## config.mk

```make
export PLATFORM = sky130hd
export DESIGN_NAME = ysyx_23060203_mem_rd_arbiter
export DESIGN_NICKNAME = d
export VERILOG_FILES = /design/src/rtl/ysyx_23060203_mem_rd_arbiter.sv
export SDC_FILE = /design/constraint.sdc
export NUM_CORES = 1
export LEC_CHECK = 0
export BUFFER_PORTS_ARGS = -buffer_cell sky130_fd_sc_hd__buf_4
export CELL_PAD_IN_SITES_DETAIL_PLACEMENT = 2
export CELL_PAD_IN_SITES_GLOBAL_PLACEMENT = 2
export CORE_MARGIN = 3
export CORE_UTILIZATION = 15
export CTS_BUF_LIST = sky130_fd_sc_hd__clkbuf_4 sky130_fd_sc_hd__clkbuf_8
export CTS_CLUSTER_DIAMETER = 150
export DETAILED_ROUTE_END_ITERATION = 8
export PLACE_DENSITY = 0.95
export SETUP_SLACK_MARGIN = 0.02
export SYNTH_ARGS = -nofsm -noshare
export SYNTH_HDL_FRONTEND = slang
export SYNTH_SLANG_ARGS = --single-unit
export TNS_END_PERCENT = 5
```

## constraint.sdc

```tcl
create_clock -name clock -period 4.68 [get_ports clock]
set_clock_uncertainty 0.15 [all_clocks]
set_input_delay 0.936 -clock clock [delete_from_list [all_inputs] [get_ports clock]]
set_output_delay 0.936 -clock clock [all_outputs]
set_load 0.01 [all_outputs]
```

## src/rtl/ysyx_23060203_mem_rd_arbiter.sv

```systemverilog
// Two-requester AXI read arbiter: the IFU refill path and the LSU share one memory
// read port. Only one read transaction is in flight at a time, from AR acceptance
// through the final R beat. LSU has priority, but a streak counter bounds how many
// LSU grants in a row can pass a waiting IFU.
module ysyx_23060203_mem_rd_arbiter #(
  parameter int STARVE_LIMIT = 4,
  parameter int ADDR_W       = 32,
  parameter int DATA_W       = 32,
  parameter int ID_W         = 4
) (
  input  logic              clock,
  input  logic              reset,

  // IFU read channels
  input  logic              ifu_arvalid,
  output logic              ifu_arready,
  input  logic [ADDR_W-1:0] ifu_araddr,
  input  logic [ID_W-1:0]   ifu_arid,
  input  logic [7:0]        ifu_arlen,
  input  logic [2:0]        ifu_arsize,
  input  logic [1:0]        ifu_arburst,
  output logic              ifu_rvalid,
  input  logic              ifu_rready,
  output logic [DATA_W-1:0] ifu_rdata,
  output logic [1:0]        ifu_rresp,
  output logic              ifu_rlast,
  output logic [ID_W-1:0]   ifu_rid,

  // LSU read channels
  input  logic              lsu_arvalid,
  output logic              lsu_arready,
  input  logic [ADDR_W-1:0] lsu_araddr,
  input  logic [ID_W-1:0]   lsu_arid,
  input  logic [7:0]        lsu_arlen,
  input  logic [2:0]        lsu_arsize,
  input  logic [1:0]        lsu_arburst,
  output logic              lsu_rvalid,
  input  logic              lsu_rready,
  output logic [DATA_W-1:0] lsu_rdata,
  output logic [1:0]        lsu_rresp,
  output logic              lsu_rlast,
  output logic [ID_W-1:0]   lsu_rid,

  // Shared memory read port
  output logic              mem_arvalid,
  input  logic              mem_arready,
  output logic [ADDR_W-1:0] mem_araddr,
  output logic [ID_W-1:0]   mem_arid,
  output logic [7:0]        mem_arlen,
  output logic [2:0]        mem_arsize,
  output logic [1:0]        mem_arburst,
  input  logic              mem_rvalid,
  output logic              mem_rready,
  input  logic [DATA_W-1:0] mem_rdata,
  input  logic [1:0]        mem_rresp,
  input  logic              mem_rlast,
  input  logic [ID_W-1:0]   mem_rid,

  // Write channels of the memory port are never used by this block
  output logic              mem_awvalid,
  output logic              mem_wvalid,
  output logic              mem_bready,

  // Current grant: 00 none, 01 IFU, 10 LSU
  output logic [1:0]        owner
);

  typedef enum logic [1:0] {
    ST_IDLE = 2'd0,
    ST_AR   = 2'd1,
    ST_R    = 2'd2
  } state_t;

  localparam logic [1:0] OWN_NONE = 2'b00;
  localparam logic [1:0] OWN_IFU  = 2'b01;
  localparam logic [1:0] OWN_LSU  = 2'b10;
  localparam logic [3:0] LIMIT    = 4'(STARVE_LIMIT);

  state_t     state;
  state_t     state_next;
  logic [1:0] owner_next;
  logic [3:0] streak;
  logic [3:0] streak_next;
  logic       sel_ifu;
  logic       sel_lsu;

  assign sel_ifu = (owner == OWN_IFU);
  assign sel_lsu = (owner == OWN_LSU);

  // State, grant and starvation counter registers; reset abandons any transaction
  always_ff @(posedge clock or posedge reset) begin
    if (reset) begin
      state  <= ST_IDLE;
      owner  <= OWN_NONE;
      streak <= 4'd0;
    end else begin
      state  <= state_next;
      owner  <= owner_next;
      streak <= streak_next;
    end
  end

  // Arbitration decision in IDLE and the handshakes that advance AR -> R -> IDLE
  always_comb begin
    state_next  = state;
    owner_next  = owner;
    streak_next = streak;
    case (state)
      ST_IDLE: begin
        owner_next = OWN_NONE;
        if (ifu_arvalid && lsu_arvalid) begin
          state_next = ST_AR;
          if (streak < LIMIT) begin
            owner_next  = OWN_LSU;
            streak_next = streak + 4'd1;
          end else begin
            owner_next  = OWN_IFU;
            streak_next = 4'd0;
          end
        end else if (ifu_arvalid) begin
          state_next  = ST_AR;
          owner_next  = OWN_IFU;
          streak_next = 4'd0;
        end else if (lsu_arvalid) begin
          state_next = ST_AR;
          owner_next = OWN_LSU;
        end
      end
      ST_AR: begin
        if (mem_arvalid && mem_arready) begin
          state_next = ST_R;
        end
      end
      ST_R: begin
        if (mem_rvalid && mem_rready && mem_rlast) begin
          state_next = ST_IDLE;
          owner_next = OWN_NONE;
        end
      end
      default: begin
        state_next = ST_IDLE;
        owner_next = OWN_NONE;
      end
    endcase
  end

  // AR channel: forward the owner's request combinationally while in ST_AR only
  always_comb begin
    mem_araddr  = sel_lsu ? lsu_araddr  : ifu_araddr;
    mem_arid    = sel_lsu ? lsu_arid    : ifu_arid;
    mem_arlen   = sel_lsu ? lsu_arlen   : ifu_arlen;
    mem_arsize  = sel_lsu ? lsu_arsize  : ifu_arsize;
    mem_arburst = sel_lsu ? lsu_arburst : ifu_arburst;
    mem_arvalid = (state == ST_AR) &&
                  ((sel_ifu && ifu_arvalid) || (sel_lsu && lsu_arvalid));
    ifu_arready = (state == ST_AR) && sel_ifu && mem_arready;
    lsu_arready = (state == ST_AR) && sel_lsu && mem_arready;
  end

  // R channel: payload fans out to both, but only the owner sees rvalid in ST_R
  always_comb begin
    mem_rready = (state == ST_R) &&
                 ((sel_ifu && ifu_rready) || (sel_lsu && lsu_rready));
    ifu_rvalid = (state == ST_R) && sel_ifu && mem_rvalid;
    lsu_rvalid = (state == ST_R) && sel_lsu && mem_rvalid;
    ifu_rdata  = mem_rdata;
    ifu_rresp  = mem_rresp;
    ifu_rlast  = mem_rlast;
    ifu_rid    = mem_rid;
    lsu_rdata  = mem_rdata;
    lsu_rresp  = mem_rresp;
    lsu_rlast  = mem_rlast;
    lsu_rid    = mem_rid;
  end

  assign mem_awvalid = 1'b0;
  assign mem_wvalid  = 1'b0;
  assign mem_bready  = 1'b0;

endmodule

```

==> impl_metrics.ini, run 1 <==
[status]
status = finished, final reports clean

[synth]
ys_top_cells_by_area = mux2_4 37%, buf_4 31%, dfrtp_1 10%
yosysSeqAreaShare_pct = 10.4
synth_mux_area_share_pct = 38.4
synthMostInstantiatedCell = buf_4
yosys_warnings = 0
syn_area_um2 = 1930
avgSynthCellArea_um2 = 10.5
synth.top_cell.area_share_pct = 37.3
synth_top_family_by_area = multiplexers
synth-seq-cells = 8
syn_inst = 184
synth_xor_area_share_pct = 0
synth_cell_types = 30
yosys.area_share.simple_pct = 7.12
synthFlopType = dfrtp_1
synth_adder_area_share_pct = 0.647
ys_async_sr_fraction_pct = 100
yosys-top-cells-count = 81 x buf_4, 48 x mux2_4, 8 x dfrtp_1
synth_compound_area_share_pct = 5.18
synth_top_area_cell = mux2_4
synth_edf_count = 0

[floorplan]
die_w_um = 120
rows = 40
core_um2 = 12300
die_h_um = 120
initial_core_util_pct = 15.7
pin_count = 283
die-area_um2 = 14300

[clock_tree]
cts.htree.levels = 1
clock_latency_ns = 0.23
post-cts-setup-buffer-count = 0
cts_tree = yes
clock-sinks = 8
cts_hold_buf = 0
clkTransAtPathRegs_ns = 0.04
cts_resized = 0
cts_buffers = 3
cts.path.max_buffers = 2
cts_root_buf = clkbuf_8

[worst_setup_path]
crit_path_start = owner[1]
timing.rr.start = owner[1]
start_kind = flop
worst_setup_path_end_kind = output pin
critical_path_required_ns = 3.59
critPathArrivalTime_ns = 2.30
crit_fanout = 35
path_class = reg2out

[cells_and_area]
layout.nets = 416
fin_area_um2 = 2720
diodes = 0
fillers = 1425
area_delta_synth_final_pct = 40.8
drive_gt1_share_pct = 82.8
final_core_util_pct = 22.1

[sta]
slew_headroom_pct = 51.5
hold_slack_ns = 0.372
rsz0062_at_grt = no
hold_viol = 0
finalMaxSlewViolations = 0
fmax_mhz = 296
tightest_slew_ns = 0.727
fin_crit_sh_pct = 72.3
min_period_ns = 3.38
setup_viol = 0
fin_setup_tns_ns = 0

[placed_design]
hpwlAfterDp_mm = 6.69
placed_area_um2 = 2680
place_congestion = 0.739
io_buffers = 165

[worst_hold_path]
min_from = streak[2]
hp-class = reg2reg

[run]
maxCapViolations = 0

[routing]
drt_iter0_markers = 34
dr.pass1.iters = 4
vias = 1602
wl_per_cell_um = 17.3
ant_nets = 0
drc = 0
routed_wl_mm = 7.56
vias_per_cell = 3.67

[power]
ir_drop_mv = 0.125
leakage_nw = 1.40
power_mw = 1.07
cellPowerDensity_nw_per_um2 = 392

[global_route]
grt_pass1_wl_mm = 11.2
antenna_found_initial = 0
grt_pass1_vias = 1899
grt_max_degree = 36
grt_util_all_layers_pct = 9.90
grt_remaining_overflow = 0
-- stage by stage --
step           cells  worst slack, ns
6_report         436             1.30
5_1_grt          436             1.17
4_1_cts          436             1.27
3_5_place_dp     433             1.53
3_3_place_gp     433             1.62
2_1_floorplan    186             2.27
-- registers in the layout (all words and copies together) (netlist names) --
name,flops
state,2
owner,2
streak,4
-- worst paths after layout --
| path | end | slack (ns) | cells after the start |
|---|---|---|---|
| min reg2reg | streak[2] | 0.37 | 1 |
| max in group asynchronous | streak[3] | 3.63 | 2 |
| max | mem_arburst[0] | 1.30 | 4 |
| min | streak[2] | 0.37 | 1 |
| max reg2reg | state[0] | 2.53 | 4 |
| min in group asynchronous | state[1] | 0.51 | 2 |
-- critical path, stage by stage (launching register included) --
cell	delay, ns
dfrtp_1	0.49
nor2b_4	0.68
buf_12	0.34
mux2_1	0.36
buf_4	0.15
-- report_power, final --
part / internal, mW / switching, mW / leakage (nW)
combinational: 0.507 / 0.347 / 1.28
sequential: 0.0920 / 0.0344 / 0.103
clock: 0.0559 / 0.0297 / 0.0216
total: 0.655 / 0.411 / 1.40
-- cells in the final DEF, fill, tap and decap left out --
cell type,instances
buf_4,165
mux2_4,48
dfrtp_1,8
nand2_1,4
nor2b_1,3
a22o_1,3
conb_1,3
clkbuf_8,3
nand3b_1,2
a21oi_1,2
nor2_1,2
a32oi_1,2
inv_1,2
nor3_1,2
and2_1,2
and3_1,2
o21ai_0,1
o21ai_1,1
or3b_4,1
or3b_1,1
nor2_2,1
nand2b_1,1
o31ai_1,1
nor2b_4,1
a311oi_2,1
mux2_2,1
a22oi_1,1
o22ai_1,1
mux2_1,1
ha_1,1
buf_12,1
-- routing by layer --
metal	share of wire, %	up-vias	track usage (%)
met2	51	140	17.3
met1	35	733	10.6
met4	2.0	0	3.65
met5	0	-	0
met3	12	14	4.29
li1	-	715	-
-- cell type report --
type	count	area, µm²	share of cell area, %
flip-flops and latches	8	200	7.35
well taps	168	210	7.72
clock buffers	3	41.3	1.52
repair buffers	166	1260	46.2
multi-input cells	89	1000	36.9
inverters	2	7.51	0.276
-- logic make-up (layout without fill, tap and decap cells) --
logic type / Yosys count / in the layout
AO/OA/AOI/OAI: 13 / 13
adder cells (fa/ha/maj): 1 / 1
buffers and inverters: 89 / 171
flip-flops: 8 / 8
multiplexers: 50 / 50
other: 1 / 3
AND/OR/NAND/NOR: 22 / 22
Note: power is estimated with default switching activity, not from simulation.
==> run 2, diff against run 1 <==
--- a/config.mk
+++ b/config.mk
@@ -9,11 +9,11 @@
 export CELL_PAD_IN_SITES_DETAIL_PLACEMENT = 2
 export CELL_PAD_IN_SITES_GLOBAL_PLACEMENT = 2
 export CORE_MARGIN = 3
-export CORE_UTILIZATION = 15
+export CORE_UTILIZATION = 14
 export CTS_BUF_LIST = sky130_fd_sc_hd__clkbuf_4 sky130_fd_sc_hd__clkbuf_8
 export CTS_CLUSTER_DIAMETER = 150
 export DETAILED_ROUTE_END_ITERATION = 8
-export PLACE_DENSITY = 0.95
+export PLACE_DENSITY = 0.94
 export SETUP_SLACK_MARGIN = 0.02
 export SYNTH_ARGS = -nofsm -noshare
 export SYNTH_HDL_FRONTEND = slang
==> constraint.sdc (replaced) <==
create_clock -name clock -period 3.5 [get_ports clock]
set_clock_uncertainty 0.15 [all_clocks]
set_input_delay 0.7 -clock clock [delete_from_list [all_inputs] [get_ports clock]]
set_output_delay 0.7 -clock clock [all_outputs]
set_load 0.01 [all_outputs]
==> impl_metrics.ini, run 2 (synthesis gave the netlist of run 1 again) <==
[status]
status = finished, final reports clean

[sta]
finalMaxSlewViolations = 0
slew_headroom_pct = 53.6
hold_slack_ns = 0.276
rsz0062_at_grt = no
fin_crit_sh_pct = 82.2
tightest_slew_ns = 0.696
min_period_ns = 2.88
fin_setup_tns_ns = 0
fin_ws_ns = 0.623
hold_viol = 0
fmax_mhz = 348
setup_viol = 0

[worst_setup_path]
critical_path_required_ns = 2.65
cp_top_family = buffers and inverters
slowest_delay_ns = 0.56
r2r_cells = 4
reg2reg_setup_slack_ns = 1.94
start_kind = flop
crit_fanout = 40
cpMostUsedCell = buf_4
r2r-end = state[0]
crit_chain = nor2b_4, buf_4, mux2_4, buf_4
critPathArrivalTime_ns = 2.03
cp.buffers_inverters = 2
timing.rr.start = owner[1]
crit_slowest_cell = buf_4
path_class = reg2out
worst_setup_path_end_kind = output pin

[placed_design]
hpwlAfterDp_mm = 6.42
place_congestion = 0.722
dp.cells = 442
place_ws_ns = 0.863
io_buffers = 165

[cells_and_area]
final_common_cell = buf_4
regMostFlops = streak
drive_gt1_share_pct = 82.9
most-common-layout-cells = 167 x buf_4, 48 x mux2_4, 8 x dfrtp_1
reg_top3 = streak (4), owner (2), state (2)
diodes = 0
area_delta_synth_final_pct = 41.1
largest_reg_flops = 4
finalNonFillerCells = 445
layout.nets = 417
fillers = 1534

[floorplan]
die_h_um = 124
initial_core_util_pct = 14.5
rows = 42
pin_count = 283
die-area_um2 = 15300
core_um2 = 13300
die_w_um = 124

[clock_tree]
clock-sinks = 8
clkTransAtPathRegs_ns = 0.04
cts_hold_buf = 0
cts.htree.levels = 1
cts.path.max_buffers = 2
cts_buffers = 3
cts_root_buf = clkbuf_8
clock_latency_ns = 0.23
cts_resized = 0
cts_tree = yes
post-cts-setup-buffer-count = 0

[global_route]
grt_util_all_layers_pct = 8.21
grt_pass1_vias = 1710
antenna_found_initial = 0
grt_pass1_wl_mm = 9.55
grt_max_degree = 41
grt_remaining_overflow = 0

[power]
cellPowerDensity_nw_per_um2 = 523
ir_drop_mv = 0.160
leakage_nw = 1.40
power_mw = 1.43

[worst_hold_path]
hp-class = in2async

[routing]
dr.pass1.iters = 4
vias_per_cell = 3.51
vias = 1560
drt_iter0_markers = 32
wl_per_cell_um = 16.0
ant_nets = 0
routed_wl_mm = 7.10
drc = 0

[run]
maxCapViolations = 0
[run 2: worst max-delay path by stage]
stage                  start              to  cells after the start
floorplan           owner[1]   mem_araddr[0]                      4
global placement    owner[1]  mem_arburst[0]                      4
detailed placement  owner[1]  mem_arburst[1]                      4
CTS                 owner[1]  mem_arburst[1]                      4
global route        owner[1]  mem_arburst[0]                      4
finish              owner[1]  mem_arburst[1]                      4
[run 2: per-stage QoR]
step,cell area (µm²),utilization (%)
after floorplan,1940,-
after global placement,2690,20.1
after detailed placement,2690,20.1
after CTS,2730,20.4
after global routing,2730,20.4
final,2730,20.4
[run 2: power breakdown]
| group | switching, mW | internal [mW] | total (mW) |
|---|---|---|---|
| registers | 0.0445 | 0.123 | 0.168 |
| clock network | 0.0388 | 0.0747 | 0.114 |
| logic | 0.471 | 0.674 | 1.14 |
| total | 0.554 | 0.872 | 1.43 |
[run 2: routing by layer]
layer | global-route usage (%) | up-vias | wire length [µm]
met5 | 0 | - | 0
met4 | 2.15 | 0 | 51
met3 | 3.66 | 6 | 973
met2 | 16.7 | 120 | 4000
met1 | 7.11 | 720 | 2080
li1 | - | 714 | -
[run 2: area by class of cell]
cell class | count | area, µm² | area share (%)
Clock buffer | 3 | 41.3 | 1.51
Inverter | 2 | 7.51 | 0.275
Timing Repair Buffer | 167 | 1250 | 46.0
Sequential cell | 8 | 200 | 7.34
Multi-Input combinational cell | 89 | 1000 | 36.8
Tap cell | 176 | 220 | 8.07
